===== config.mk =====
export PLATFORM = sky130hd
export DESIGN_NAME = shifter_arbiter
export DESIGN_NICKNAME = d
export VERILOG_FILES = /design/src/rtl/shifter_arbiter.sv
export SDC_FILE = /design/constraint.sdc
export NUM_CORES = 1
export LEC_CHECK = 0
export CORE_MARGIN = 3
export CORE_UTILIZATION = 48
export CTS_CLUSTER_SIZE = 30
export DETAILED_ROUTE_END_ITERATION = 10
export PLACE_DENSITY_LB_ADDON = 0.15
export SLEW_MARGIN = 20
export SYNTH_ARGS = -nofsm -noshare
export SYNTH_HDL_FRONTEND = slang
export SYNTH_SLANG_ARGS = --single-unit
export TNS_END_PERCENT = 10

===== constraint.sdc =====
create_clock -name clk -period 7.7 [get_ports clk]
set_clock_uncertainty 0.05 [all_clocks]
set_input_delay 1.155 -clock clk [delete_from_list [all_inputs] [get_ports clk]]
set_output_delay 1.155 -clock clk [all_outputs]
set_load 0.02 [all_outputs]

===== src/rtl/shifter_arbiter.sv =====
// Five-port round-robin arbiter feeding a shared shifter. A sending handshake holds the
// shifter until its tail flit or a stall timeout; a receiving handshake is single-flit.
module shifter_arbiter #(
  parameter int unsigned TIMEOUT = 8
) (
  input  logic         clk,
  input  logic         rst,
  input  logic [4:0]   req,
  input  logic [159:0] flit_in,
  output logic [4:0]   ack,
  output logic [4:0]   grant,
  output logic         sh_enable,
  output logic [31:0]  flit_out,
  output logic         busy,
  output logic         timeout_err
);

  localparam int unsigned NUM_PORTS = 5;
  localparam int unsigned FLIT_W    = 32;
  localparam int unsigned IDX_W     = 3;
  localparam int unsigned STALL_W   = 8;

  localparam logic [1:0] TYPE_HS   = 2'b11;
  localparam logic [1:0] TYPE_TAIL = 2'b10;
  localparam int unsigned HS_DIR_BIT = 21;

  typedef enum logic {IDLE, HOLD} state_t;

  state_t               state_q, state_d;
  logic [IDX_W-1:0]     owner_q, owner_d;
  logic [IDX_W-1:0]     ptr_q, ptr_d;
  logic [STALL_W-1:0]   stall_q, stall_d;
  logic [NUM_PORTS-1:0] grant_q, grant_d;
  logic                 sh_enable_q, sh_enable_d;
  logic [FLIT_W-1:0]    flit_out_q, flit_out_d;
  logic                 busy_q, busy_d;
  logic                 timeout_err_q, timeout_err_d;

  logic [FLIT_W-1:0]    flits [NUM_PORTS];
  logic [NUM_PORTS-1:0] elig;
  logic                 found;
  logic [IDX_W-1:0]     winner;
  logic [IDX_W:0]       idx;

  // Unpack the per-port flits and flag ports presenting a handshake
  always_comb begin
    for (int p = 0; p < int'(NUM_PORTS); p++) begin
      flits[p] = flit_in[p*FLIT_W +: FLIT_W];
      elig[p]  = req[p] && (flit_in[p*FLIT_W + 30 +: 2] == TYPE_HS);
    end
  end

  // Round-robin search starting just after the last winner
  always_comb begin
    found  = 1'b0;
    winner = '0;
    idx    = '0;
    for (int i = 1; i <= int'(NUM_PORTS); i++) begin
      idx = 4'(ptr_q) + 4'(i);
      if (idx >= 4'(NUM_PORTS)) idx = idx - 4'(NUM_PORTS);
      if (!found && elig[idx[IDX_W-1:0]]) begin
        found  = 1'b1;
        winner = idx[IDX_W-1:0];
      end
    end
  end

  always_ff @(posedge clk) begin
    if (rst) begin
      state_q       <= IDLE;
      owner_q       <= '0;
      ptr_q         <= 3'd4;
      stall_q       <= '0;
      grant_q       <= '0;
      sh_enable_q   <= 1'b0;
      flit_out_q    <= '0;
      busy_q        <= 1'b0;
      timeout_err_q <= 1'b0;
    end else begin
      state_q       <= state_d;
      owner_q       <= owner_d;
      ptr_q         <= ptr_d;
      stall_q       <= stall_d;
      grant_q       <= grant_d;
      sh_enable_q   <= sh_enable_d;
      flit_out_q    <= flit_out_d;
      busy_q        <= busy_d;
      timeout_err_q <= timeout_err_d;
    end
  end

  always_comb begin
    state_d       = state_q;
    owner_d       = owner_q;
    ptr_d         = ptr_q;
    stall_d       = stall_q;
    grant_d       = grant_q;
    sh_enable_d   = sh_enable_q;
    flit_out_d    = flit_out_q;
    busy_d        = busy_q;
    timeout_err_d = 1'b0;
    ack           = '0;

    unique case (state_q)
      IDLE: begin
        if (found) begin
          ack[winner] = 1'b1;
          grant_d     = 5'(5'b00001 << winner);
          flit_out_d  = flits[winner];
          sh_enable_d = 1'b1;
          ptr_d       = winner;
          owner_d     = winner;
          stall_d     = '0;
          // Receiving handshakes are a single flit and never hold the shifter
          if (!flits[winner][HS_DIR_BIT]) begin
            state_d = HOLD;
            busy_d  = 1'b1;
          end else begin
            busy_d  = 1'b0;
          end
        end else begin
          grant_d     = '0;
          sh_enable_d = 1'b0;
          busy_d      = 1'b0;
        end
      end
      HOLD: begin
        if (req[owner_q]) begin
          ack[owner_q] = 1'b1;
          stall_d      = '0;
          flit_out_d   = flits[owner_q];
          sh_enable_d  = 1'b1;
          // Grant stays up for the tail's cycle on the shifter
          if (flits[owner_q][31:30] == TYPE_TAIL) begin
            state_d = IDLE;
            busy_d  = 1'b0;
          end
        end else begin
          sh_enable_d = 1'b0;
          if (stall_q == 8'(TIMEOUT - 1)) begin
            state_d       = IDLE;
            stall_d       = '0;
            grant_d       = '0;
            busy_d        = 1'b0;
            timeout_err_d = 1'b1;
          end else begin
            stall_d = stall_q + 8'd1;
          end
        end
      end
      default: state_d = IDLE;
    endcase

    if (rst) ack = '0;
  end

  assign grant       = grant_q;
  assign sh_enable   = sh_enable_q;
  assign flit_out    = flit_out_q;
  assign busy        = busy_q;
  assign timeout_err = timeout_err_q;

endmodule


==> summary.log <==
INFO  outcome        status=finished, final reports clean
INFO  synthesis      area_share_of_the_largest_cell_type_after_synthesis=20.72%
INFO  setup_path     worstSetupStartpointType=flop
INFO  setup_path     cp_slowest_stage_delay=0.76ns
INFO  timing         slew_viol_final=0
INFO  layout         area.growth.synth_to_final=44.53%
INFO  placed_design  routabilityCongestion=0.9613
INFO  layout         final_layout_size_suffix_gt1_share=10.87%
INFO  floorplanning  core.rowCount=37
INFO  power_and_ir_drop power.clock.fraction=5.1%
INFO  setup_path     critical_path.cell_chain=inv_1, ha_1, ha_1, inv_2, o21ai_1, nor4_1, or4_1, o21ai_1, or4b_1, nor2_1, o22a_2, nor2b_2, nand2_1, a21oi_1, clkdlybuf4s50_1
INFO  synthesis      ys_ff_latch=53
INFO  setup_path     worst_path_max_delay_cell=dfxtp_1
INFO  setup_path     r2r_setup_slack=2.13ns
INFO  clock_tree     cts_resized=0
INFO  clock_tree     cts.clk_slew.worst_paths=0.11ns
INFO  clock_tree     cts.hold.buffers_added=0
INFO  setup_path     crit_arrival=5.51ns
INFO  grt            antenna_found_initial=0
INFO  power_and_ir_drop power_switching=1.810mW
INFO  clock_tree     clock_insertion_delay_worst_skew=0.31ns
INFO  detailed_routing drt_wl_total=21420um
INFO  synthesis      yosysTopAreaCell=dfxtp_1
INFO  placed_design  number_of_i_o_port_buffers=211
INFO  clock_tree     cts_htree_levels=2
INFO  setup_path     cp.buffers_inverters=3
INFO  floorplanning  die_height=109.3um
INFO  layout         most-common-layout-cells=clkdlybuf4s50_1, a22oi_1, nand2_1
INFO  synthesis      synth-edff-count=0
INFO  setup_path     critical-path-top-delay-family=simple AND/OR/NAND/NOR gates
INFO  power_and_ir_drop power_share_of_the_sequential_group=13.0%
INFO  grt            all_layer_gr_usage=34.13%
INFO  synthesis      number_of_instances_in_the_synthesized_netlist=661
INFO  power_and_ir_drop leakage=2.524nW
INFO  grt            first_global_vias=6592
INFO  grt            first_pass_grt_wire_length=32460um
INFO  timing         finalHoldWorstSlack=0.4184ns
INFO  timing         final_hold_viol_count=0
INFO  power_and_ir_drop power.switching_fraction=54.41%
INFO  floorplanning  chipWidth=109.3um
INFO  detailed_routing wire_per_inst=22.02um
INFO  timing         worst_pin_slew=0.7090ns
INFO  placed_design  place_ws=1.405ns
INFO  grt            grt-ovfl-total=0
INFO  clock_tree     cts_buffers=5
INFO  timing         timing.final.crit_share=87.23%
INFO  synthesis      synthesis.yosys.warnings=0
INFO  detailed_routing detailroute.via_count=6636
INFO  setup_path     timing.critical_path.required=6.49ns
INFO  timing         max_freq=0.1489GHz
INFO  power_and_ir_drop total_power=3.328mW
INFO  floorplanning  top_level_ports=212
INFO  floorplanning  design.core.area=10370squm
INFO  placed_design  dp_hpwl=15120um
INFO  timing         timing.final.setup_violations=0
INFO  setup_path     critPathMaxFanout=15
INFO  detailed_routing vias_per_cell=6.820
INFO  detailed_routing drt_iter0_drc=677
INFO  synthesis      synth-async-reset-ratio=0%
INFO  clock_tree     tritoncts_clock_tree=done
INFO  power_and_ir_drop combPwrFrac=81.9%
INFO  clock_tree     cts_buffer_depth=2
INFO  setup_path     type_of_destination_of_the_critical_path=primary output
INFO  synthesis      synthDistinctLibCells=68
INFO  clock_tree     postCtsSetupRepairBufs=0
INFO  floorplanning  die_outline_area=11940squm
INFO  clock_tree     clkSinkCount=53
INFO  layout         final.fill_count=852
INFO  timing         fin_crit=6.716ns
INFO  timing         final_critical_path_setup_slack=0.9836ns
INFO  power_and_ir_drop vdd_ir_drop_max=304.3uV
INFO  layout         commonest_non_fill_non_tap_cell_in_the_layout=clkdlybuf4s50_1
INFO  synthesis      syn-num-nets=840
INFO  floorplanning  floorplan.initialDensity=49.37%
INFO  detailed_routing drt-pass1-iter-count=6
INFO  flow_run       maxCapViolations=0
INFO  timing         worst_slew_margin_rel=52.73%
INFO  grt            grt_start_max_net_pins=64
INFO  timing         setup_total_negative_slack=0ns
INFO  power_and_ir_drop internal-power=1.517mW
INFO  synthesis      syn-cell-area=5120squm
INFO  synthesis      synth_top_area_cells=dfxtp_1, a22oi_1, mux2_2
INFO  layout         diode_count=0
INFO  setup_path     setup.worst_path.class=reg -> out
INFO  power_and_ir_drop power_density=449.7nW/um^2
INFO  synthesis      sequential_to_total_area_share_from_yosys_stat=20.72%
INFO  worst_hold_path min_path_type=reg -> reg
INFO  layout         nNetsFinal=1015
INFO  timing         grt_setup_unrepaired=no
INFO  synthesis      synth_ff_type=dfxtp_1
INFO  detailed_routing final_antenna_net_count=0
INFO  detailed_routing drt_drc_violations_left=0
INFO  synthesis      synthesis.area_per_instance=7.746squm
INFO  clock_tree     clk_root_buffer_cell=clkbuf_8
[worst register-to-register path, stage by stage, from the launching register on]
cell and delay [ns]:
dfxtp_1 0.76, inv_1 0.33, ha_1 0.28, ha_1 0.40, inv_2 0.07, o21ai_1 0.27, nor4_1 0.08, or4_1 0.51
o21ai_1 0.32, or4b_1 0.63, nor2_1 0.16, o22a_2 0.30, buf_4 0.43, mux4_2 0.42, a2111oi_2 0.38, a211oi_2 0.05
[flip-flops by register name, summed over array words and instances, names as in the netlist]
signal / count
state_q: 1
owner_q: 3
flit_out: 32
busy: 1
ptr_q: 1
timeout_err: 1
sh_enable: 1
grant: 5
stall_q: 8
[routing by layer]
| layer | part of all wire, % | GRT usage [%] | wire length (um) | vias to the layer above |
|---|---|---|---|---|
| met1 | 37 | 40.15 | 7906 | 3085 |
| met4 | 3.5 | 15.23 | 740 | 0 |
| met2 | 48 | 59.52 | 10310 | 498 |
| met3 | 12 | 7.105 | 2465 | 98 |
| li1 | - | - | - | 2955 |
| met5 | 0 | 0 | 0 | - |
[cell usage after synthesis (all sizes together) (3+ instances only)]
cell type / number
a22oi: 119
nand2: 83
dfxtp: 53
nor2: 42
clkbuf: 39
mux2: 33
nand4: 32
a221oi: 31
a31oi: 31
buf: 21
a21oi: 17
nor3: 17
nand3: 15
o21ai: 13
inv: 12
ha: 11
mux2i: 7
nor2b: 7
mux4: 5
nand2b: 5
or3: 5
xor2: 5
xnor2: 4
a211oi: 3
a21o: 3
and2: 3
and3: 3
nor4: 3
o21a: 3
o22ai: 3
o41ai: 3
[per-stage QoR]
stage / instances / utilization, % / instance area [sq um]
CTS: 973 / 71.36 / 7400
finish: 973 / 71.36 / 7400
detailed placement: 965 / 70.52 / 7313
global route: 973 / 71.36 / 7400
global placement: 965 / 70.52 / 7313
floorplan: 661 / - / 5120
[power by group through the flow]
| stage | logic (mW) | clock network [mW] | registers (mW) |
|---|---|---|---|
| after CTS | 2.66 | 0.172 | 0.428 |
| final | 2.73 | 0.170 | 0.432 |
| after global placement | 2.59 | 0 | 0.432 |
| after global routing | 2.91 | 0.181 | 0.438 |
| after floorplan | 1.86 | 0 | 0.475 |
| after detailed placement | 2.65 | 0 | 0.434 |
[layout make-up]
type                       instances  area [sq um]  share of cell area (%)
tap                              136         170.2                   2.300
sequential                        53          1062                   14.36
inverter                          12         45.04                  0.6087
clock inverter                     2         13.76                  0.1860
multi-input combinational        536          3796                   51.30
timing repair buffer             228          2240                   30.27
clock buffer                       6         72.57                  0.9807
[final timing paths]
check / from / to / depth (start not counted)
max: owner_q[1] / ack[3] / 15
min: grant[0] / grant[0] / 2
max reg2reg: owner_q[1] / flit_out[21] / 15
min reg2reg: grant[0] / grant[0] / 2
[kinds of logic (layout without fill, tap and decap cells)]
kind of cell    count (synthesis)  after routing  synth area share (%)
xor+xnor                        9              9                 1.539
compound gates                243            243                 35.90
mux                            45             45                 10.83
buf+inv                        72            248                 6.060
flops                          53             53                 20.72
fa+ha+maj                      12             12                 3.079
simple gates                  227            227                 21.87
(Power assumes the default switching activity.)
